**config.mk**
```make
export PLATFORM = sky130hd
export DESIGN_NAME = display_scan_ctrl
export DESIGN_NICKNAME = d
export VERILOG_FILES = /design/src/rtl/display_scan_ctrl.sv
export SDC_FILE = /design/constraint.sdc
export NUM_CORES = 1
export LEC_CHECK = 0
export CAP_MARGIN = 20
export CORE_MARGIN = 4
export CORE_UTILIZATION = 40
export DETAILED_ROUTE_END_ITERATION = 10
export PLACE_DENSITY_LB_ADDON = 0.1
export SLEW_MARGIN = 10
export SYNTH_ARGS = -nofsm -noshare
export SYNTH_HDL_FRONTEND = slang
export SYNTH_SLANG_ARGS = --single-unit
```
**constraint.sdc**
```tcl
create_clock -name clock_in -period 2.8 [get_ports clock_in]
set_input_delay 0.42 -clock clock_in [delete_from_list [all_inputs] [get_ports clock_in]]
set_output_delay 0.42 -clock clock_in [all_outputs]
set_load 0.02 [all_outputs]
```
**src/rtl/display_scan_ctrl.sv**
```systemverilog
// Time-multiplexed N-digit 7-segment scan controller with blanking gap.
// Optional leading-zero blanking: define DISPLAY_SCAN_LZB_EN.
module display_scan_ctrl #(
    parameter int unsigned N_DIG     = 4,
    parameter logic [31:0] SCAN_DIV  = 32'd100000,
    parameter logic [31:0] BLANK_CYC = 32'd16
) (
    input  logic               clock_in,
    input  logic               reset,
    input  logic               on,
    input  logic               hold,
    input  logic [4*N_DIG-1:0] digits_in,
    input  logic [N_DIG-1:0]   dp_in,
    output logic [N_DIG-1:0]   an_out,
    output logic [6:0]         seg_out,
    output logic               dp_out,
    output logic [2:0]         digit_idx,
    output logic               frame_tick
);

    typedef enum logic [1:0] {S_OFF, S_BLANK, S_SHOW} state_e;

    localparam logic [31:0] BLANK_LAST = BLANK_CYC - 32'd1;
    localparam logic [31:0] SHOW_LAST  = SCAN_DIV - BLANK_CYC - 32'd1;
    localparam logic [2:0]  LAST_IDX   = 3'(N_DIG - 1);

    state_e             state_q, state_d;
    logic [31:0]        cnt_q, cnt_d;
    logic [2:0]         idx_q, idx_d;
    logic [N_DIG-1:0]   an_q, an_d;
    logic [6:0]         seg_q, seg_d;
    logic               dp_q, dp_d;
    logic               frame_q, frame_d;

    logic [3:0]         nib;
    logic               dp_sel;
    logic [N_DIG-1:0]   an_sel;
    logic               lz;

    function automatic logic [6:0] decode(input logic [3:0] v);
        logic [6:0] s;
        unique case (v)
            4'h0: s = 7'h40;
            4'h1: s = 7'h79;
            4'h2: s = 7'h24;
            4'h3: s = 7'h30;
            4'h4: s = 7'h19;
            4'h5: s = 7'h12;
            4'h6: s = 7'h02;
            4'h7: s = 7'h78;
            4'h8: s = 7'h00;
            4'h9: s = 7'h10;
            4'hA: s = 7'h08;
            4'hB: s = 7'h03;
            4'hC: s = 7'h46;
            4'hD: s = 7'h21;
            4'hE: s = 7'h06;
            4'hF: s = 7'h0E;
        endcase
        return s;
    endfunction

    // Slot digit selection, evaluated on the BLANK -> SHOW edge
    always_comb begin
        nib    = 4'd0;
        dp_sel = 1'b0;
        an_sel = '1;
        for (int i = 0; i < int'(N_DIG); i++) begin
            if (idx_q == 3'(i)) begin
                nib       = digits_in[4*i +: 4];
                dp_sel    = dp_in[i];
                an_sel[i] = 1'b0;
            end
        end
`ifdef DISPLAY_SCAN_LZB_EN
        lz = (idx_q != 3'd0);
        for (int i = 0; i < int'(N_DIG); i++) begin
            if (3'(i) >= idx_q && digits_in[4*i +: 4] != 4'd0)
                lz = 1'b0;
        end
`else
        lz = 1'b0;
`endif
    end

    always_comb begin
        state_d = state_q;
        cnt_d   = cnt_q;
        idx_d   = idx_q;
        an_d    = an_q;
        seg_d   = seg_q;
        dp_d    = dp_q;
        frame_d = 1'b0;
        if (!on) begin
            state_d = S_OFF;
            cnt_d   = 32'd0;
            idx_d   = 3'd0;
            an_d    = '1;
            seg_d   = 7'h7F;
            dp_d    = 1'b1;
        end else if (!hold) begin
            unique case (state_q)
                S_OFF: begin
                    state_d = S_BLANK;
                    cnt_d   = 32'd0;
                    idx_d   = 3'd0;
                end
                S_BLANK: begin
                    if (cnt_q == BLANK_LAST) begin
                        state_d = S_SHOW;
                        cnt_d   = 32'd0;
                        an_d    = an_sel;
                        seg_d   = lz ? 7'h7F : decode(nib);
                        dp_d    = ~dp_sel;
                    end else begin
                        cnt_d = cnt_q + 32'd1;
                    end
                end
                S_SHOW: begin
                    if (cnt_q == SHOW_LAST) begin
                        state_d = S_BLANK;
                        cnt_d   = 32'd0;
                        idx_d   = (idx_q == LAST_IDX) ? 3'd0 : idx_q + 3'd1;
                        frame_d = (idx_q == LAST_IDX);
                        an_d    = '1;
                        seg_d   = 7'h7F;
                        dp_d    = 1'b1;
                    end else begin
                        cnt_d = cnt_q + 32'd1;
                    end
                end
                default: state_d = S_OFF;
            endcase
        end
    end

    always_ff @(posedge clock_in) begin
        if (reset) begin
            state_q <= S_OFF;
            cnt_q   <= 32'd0;
            idx_q   <= 3'd0;
            an_q    <= '1;
            seg_q   <= 7'h7F;
            dp_q    <= 1'b1;
            frame_q <= 1'b0;
        end else begin
            state_q <= state_d;
            cnt_q   <= cnt_d;
            idx_q   <= idx_d;
            an_q    <= an_d;
            seg_q   <= seg_d;
            dp_q    <= dp_d;
            frame_q <= frame_d;
        end
    end

    assign an_out     = an_q;
    assign seg_out    = seg_q;
    assign dp_out     = dp_q;
    assign digit_idx  = idx_q;
    assign frame_tick = frame_q;

endmodule

```
==> run_results.csv, run 1 <==
group,metric,value,unit
pwr,power_density,362.6,nW/um^2
yosys,avgSynthCellArea,8.273,um^2
clock_tree,ctsHoldBuffers,0,
setup_path,crit_fanout,13,
place,dp_hpwl,6008,um
clock_tree,cts-buffers-inserted,5,
place,preCtsSetupSlack,0.2440,ns
yosys,synth_fp_nets,429,
timing,tightest_slew,0.5666,ns
detailed_routing,ant_nets,0,
clock_tree,cts_sinks,50,
yosys,synth_top_cells_by_area,"dfxtp_1 (31%), mux2i_1 (6.5%), ha_1 (6.2%), nor2_1 (5.2%), nand4_1 (4.7%)",
clock_tree,postCtsSetupBuffers,0,
yosys,ys_warn_count,0,
detailed_routing,vias,2900,
pwr,clkPwrFrac,36.6,%
timing,timing.fmax,0.3957,GHz
timing,hold_viol_final,0,
pwr,leakagePower,1.405,nW
timing,setup_violations,0,
finish,register_area,1001,um^2
pwr,switching_share,23.68,%
grt,globalRoute.totalOverflow,0,
detailed_routing,vias_per_cell,5.461,
yosys,yosys.area_share.simple,34.84,%
yosys,ys_ff_latch,50,
finish,multiInputGateArea,2067,um^2
finish,fin_cells,531,
timing,post-route-min-period,2.527,ns
yosys,ys_types,59,
finish,final_nets,468,
grt,grt_max_degree,29,
detailed_routing,first_pass_iters,4,
setup_path,crit_arrival,2.72,ns
clock_tree,clk_path_buf_depth,2,
clock_tree,cts.htree.levels,2,
timing,rsz0062_at_grt,"no",
clock_tree,clk_latency,0.30,ns
finish,syn_to_final_growth,19.17,%
finish,drive_above_1_share,11.19,%
finish,diodes,0,
pwr,p_int,1.061,mW
yosys,synth_commonest_cells,"dfxtp_1 (50), nor2_1 (45), nand2_1 (36)",
grt,antenna_found_initial,0,
place,port_buffers,39,
finish,nFillCells,784,
run,max-cap-violations,0,
yosys,synth_xor_area_share,3.538,%
floorplan,io_pins,40,
timing,relSlewSlack,61.88,%
run_status,outcome,"complete, no violations",
floorplan,start_util,41.43,%
place,gp_congestion,0.8836,
timing,hold_slack,0.4894,ns
timing,setup-tns-final,0,ns
detailed_routing,drc,0,
worst_hold_path,min_path_type,"reg2reg",
yosys,synth_top_family_by_area,"simple AND/OR/NAND/NOR gates",
setup_path,cp-end-kind,"flop",
clock_tree,post_cts_resized,0,
timing,setup_ws,0.2730,ns
pwr,combPwrFrac,11.9,%
yosys,syn_area,3218,um^2
place,post-place-cells,523,
detailed_routing,wl,8062,um
yosys,synth.top_cell.area_share,31.10,%
timing,slew_viol_final,0,
detailed_routing,wl_per_cell,15.18,um
setup_path,criticalPathCategory,"reg2reg",
yosys,yosysSeqAreaShare,31.10,%
finish,fin_area,3835,um^2
floorplan,core_area,7767,um^2
yosys,synth_most_common_cell,"dfxtp_1",
pwr,power.switching,329.2,uW
floorplan,core.rowCount,32,
clock_tree,clockRootBuffer,"clkbuf_8",
grt,grt_pass1_vias,2930,
setup_path,required,2.99,ns
yosys,synthMuxAreaShare,7.582,%
clock_tree,path_clk_slew,0.09,ns
grt,grt_first_pass_wirelength,14150,um
yosys,async_reset_ff_share,0,%
place,placedInstanceArea,3729,um^2
yosys,ys.flop_type,"dfxtp_1",
floorplan,fp.dieArea,9544,um^2
setup_path,setup.worst_path.start_class,"flop",
yosys,synthCells,389,
yosys,yosysTopAreaCell,"dfxtp_1",
yosys,synthAdderAreaFrac,6.221,%
timing,finalClockSkew,0.008804,ns
clock_tree,cts_tree,"done",
floorplan,die_h,97.70,um
yosys,synth-edff-count,0,
grt,grtUsageTotal,17.67,%
floorplan,die_w,97.70,um
yosys,synth-compound-area-share,11.98,%
timing,fin_crit_sh,90.25,%
pwr,vdd_drop_max,0.3102,mV
pwr,seqPwrFrac,51.6,%
detailed_routing,drt_iter0_drc,148,
==> metrics by stage <==
step / utilization, % / total power [mW]
2_1_floorplan: - / 0.8318
3_3_place_gp: 48.00 / 0.8973
3_5_place_dp: 48.00 / 0.8991
4_1_cts: 49.37 / 1.415
5_1_grt: 49.37 / 1.463
6_report: 49.37 / 1.391
==> layout make-up <==
cell class	instances	area share, %
multi-input combinational	306	53.90
sequential	50	26.10
timing repair buffer	51	12.53
tap	102	3.328
clock buffer	7	1.990
inverter	14	1.370
clock inverter	1	0.7830
==> layer usage <==
layer	track usage, %	up-vias	part of all wire (%)
li1	-	1498	-
met1	22.49	1317	45
met2	30.26	77	47
met3	3.374	8	5.7
met4	5.112	0	1.5
met5	0	-	0
==> registers in the layout, summed over array words and instances (netlist names) <==
| register | count |
|---|---|
| an_out | 4 |
| cnt_q | 32 |
| digit_idx | 3 |
| dp_out | 1 |
| frame_tick | 1 |
| seg_out | 7 |
| state_q | 2 |
==> critical path: stages, from the launching register on <==
cell	delay, ns
dfxtp_1	0.41
inv_1	0.10
ha_1	0.31
nor2b_1	0.19
a21oi_1	0.10
or4_1	0.66
or3_1	0.44
o221ai_1	0.09
a31oi_1	0.10
==> kinds of logic after synthesis <==
| kind of cell | after synthesis |
|---|---|
| and+or+nand+nor | 203 |
| muxes | 24 |
| adders and majority gates | 16 |
| DFF | 50 |
| buffers and inverters | 33 |
| AOI/OAI and AO/OA | 50 |
| xor gates and xnor gates | 13 |
==> worst paths after layout <==
check | endpoint | slack, ns | from | depth (start not counted)
hold reg to reg | cnt_q[1] | 0.49 | cnt_q[1] | 2
hold / removal | cnt_q[1] | 0.49 | cnt_q[1] | 2
setup / recovery | seg_out[0] | 0.27 | digit_idx[1] | 8
setup reg to reg | seg_out[0] | 0.27 | digit_idx[1] | 8
==> power by group through the flow <==
stage,Sequential [mW],Clock (mW),Combinational (mW)
after floorplan,0.736,0,0.0957
after global placement,0.734,0,0.164
after detailed placement,0.734,0,0.165
after CTS,0.717,0.531,0.167
after global routing,0.718,0.563,0.182
final,0.717,0.508,0.165
==> cells in the final DEF, fill, tap and decap left out, types with 3 or more instances in the layout <==
cell,Yosys,layout
clkbuf_8,0,5
inv_1,14,14
and4_1,4,4
a211oi_1,4,4
mux2_2,3,3
or3_1,5,5
nand2b_1,4,4
and3_1,4,4
buf_4,1,12
nor3_1,18,18
nand3_1,20,20
mux2i_1,21,21
o211ai_1,9,9
nor2b_1,4,3
or4_4,4,4
or2_2,5,5
dfxtp_1,50,50
ha_1,16,16
a21oi_1,8,8
a221oi_1,3,3
and2_1,8,8
nand2_1,36,36
xor2_1,4,4
nand4_1,24,24
clkdlybuf4s50_1,0,39
or4_1,3,3
xnor2_1,9,9
a31oi_1,10,10
nor2_1,45,45
No activity file was read; power rests on OpenSTA's default activity.
==> run 2: changes to the inputs <==
Settings changed: DONT_BUFFER_PORTS set to 1, PLACE_DENSITY set to 0.65, PLACE_DENSITY_LB_ADDON 0.1 to not set, SLEW_MARGIN 10 to not set.
==> run 2 against run 1 <==
Against the previous run: clock power is 14% lower; sequential share of layout area rose by 3.1 points; total power shrank 7.9%; die area unchanged; worst hold slack got worse by 0.21 ns; via count shrank 3.6%; critical path type unchanged; cell area fell by 11%; global-route usage shrank 2.2 points.
==> run_results.csv, run 2 (synthesis results as in run 1) <==
group,metric,value,unit
setup_path,r2r_start,"digit_idx[0]",
floorplan,fp.dieArea,9544,um^2
finish,layout_commonest_cell,"dfxtp_1",
floorplan,die_w,97.70,um
timing,setup-tns-final,0,ns
pwr,leakagePower,1.238,nW
timing,fin_crit_sh,90.54,%
grt,grtUsageTotal,15.52,%
run_status,outcome,"complete, no violations",
timing,setup_violations,0,
place,port_buffers,0,
pwr,power_density,373.2,nW/um^2
detailed_routing,vias_per_cell,5.695,
place,post-place-cells,483,
timing,tightest_slew,0.7186,ns
finish,fin_util,44.15,%
finish,final_nets,428,
clock_tree,cts.htree.levels,2,
detailed_routing,wl,7298,um
run,max-cap-violations,0,
detailed_routing,wl_per_cell,14.86,um
setup_path,setup.worst_path.start_class,"flop",
finish,fin_area,3430,um^2
clock_tree,clk_latency,0.32,ns
finish,fin_cells,491,
worst_hold_path,hold_path_depth,3,
floorplan,io_pins,40,
finish,final_cell_mix,"dfxtp_1 (50), nor2_1 (45), nand2_1 (36)",
grt,grt_pass1_vias,2655,
setup_path,criticalPathCategory,"reg2reg",
timing,finalClockSkew,0.01548,ns
timing,rsz0062_at_grt,"no",
worst_hold_path,min_path_type,"in2reg",
clock_tree,postCtsSetupBuffers,0,
floorplan,start_util,41.43,%
place,dp_hpwl,5568,um
setup_path,startpoint,"digit_idx[0]",
timing,post-route-min-period,2.535,ns
timing,slew_viol_final,0,
grt,antenna_found_initial,0,
setup_path,crit_fanout,6,
setup_path,required,2.99,ns
grt,grt_max_degree,27,
floorplan,core_area,7767,um^2
finish,largest_reg_flops,32,
finish,syn_to_final_growth,6.571,%
grt,grt_first_pass_wirelength,12590,um
clock_tree,ctsHoldBuffers,0,
worst_hold_path,min_from,"reset",
setup_path,rr_endpoint,"seg_out[6]",
clock_tree,cts-buffers-inserted,5,
pwr,vdd_drop_max,0.1797,mV
finish,drive_above_1_share,12.85,%
clock_tree,clk_path_buf_depth,2,
grt,globalRoute.totalOverflow,0,
detailed_routing,vias,2796,
clock_tree,cts_tree,"done",
clock_tree,cts_sinks,50,
floorplan,die_h,97.70,um
timing,hold_viol_final,0,
worst_hold_path,hold_path_end,"digit_idx[2]",
detailed_routing,ant_nets,0,
finish,top_register,"cnt_q",
clock_tree,clockRootBuffer,"clkbuf_8",
floorplan,core.rowCount,32,
setup_path,cp-end-kind,"flop",
setup_path,crit_arrival,2.72,ns
finish,diodes,0,
timing,timing.fmax,0.3944,GHz
detailed_routing,drt_iter0_drc,167,
detailed_routing,first_pass_iters,4,
detailed_routing,drc,0,
timing,hold_slack,0.2832,ns
timing,relSlewSlack,51.92,%
clock_tree,post_cts_resized,0,
place,placedInstanceArea,3334,um^2
setup_path,rrSetupSlack,0.26,ns
setup_path,worst-r2r-cell-count,10,
place,gp_congestion,0.8744,
clock_tree,path_clk_slew,0.10,ns
run 2: report_power, final:
part / leakage (nW) / total (mW) / internal (mW) / switching [mW]
logic: 0.791 / 0.121 / 0.0467 / 0.0741
registers: 0.403 / 0.720 / 0.714 / 0.00607
clock network: 0.0441 / 0.439 / 0.176 / 0.263
total: 1.24 / 1.28 / 0.937 / 0.343
run 2: metrics by stage:
stage	worst slack (ns)	power (mW)
floorplan	0.2480	0.8318
global placement	0.3076	0.8533
detailed placement	0.2546	0.8567
CTS	0.2153	1.290
global route	0.01590	1.333
finish	0.2648	1.280
run 2: area by class of cell:
type                    count  area (um^2)
repair buffers             11        86.33
clock inverters             3        21.27
inverters                  14        52.55
multi-input cells         306         2072
flip-flops and latches     50         1001
fillers                   798         4338
clock buffers               5        68.82
well taps                 102        127.6
run 2: worst max path at each step:
stage | endpoint | depth (start not counted)
2_1_floorplan | seg_out[3] | 11
3_3_place_gp | seg_out[3] | 10
3_5_place_dp | seg_out[3] | 10
4_1_cts | seg_out[3] | 10
5_1_grt | seg_out[6] | 10
6_report | seg_out[6] | 10
run 2: worst max-delay path, stage by stage, from the launching register on:
cell,delay [ns]
dfxtp_1,0.42
inv_1,0.10
ha_1,0.27
nor2_1,0.22
o211ai_1,0.12
or3b_2,0.28
inv_1,0.10
ha_1,0.24
mux2_2,0.27
a221oi_1,0.29
mux2i_1,0.11
run 2: metal layers:
metal	track usage, %	routed length (um)
met5	0	0
met4	4.047	72
met3	4.594	470
met2	25.25	3371
met1	20.03	3384
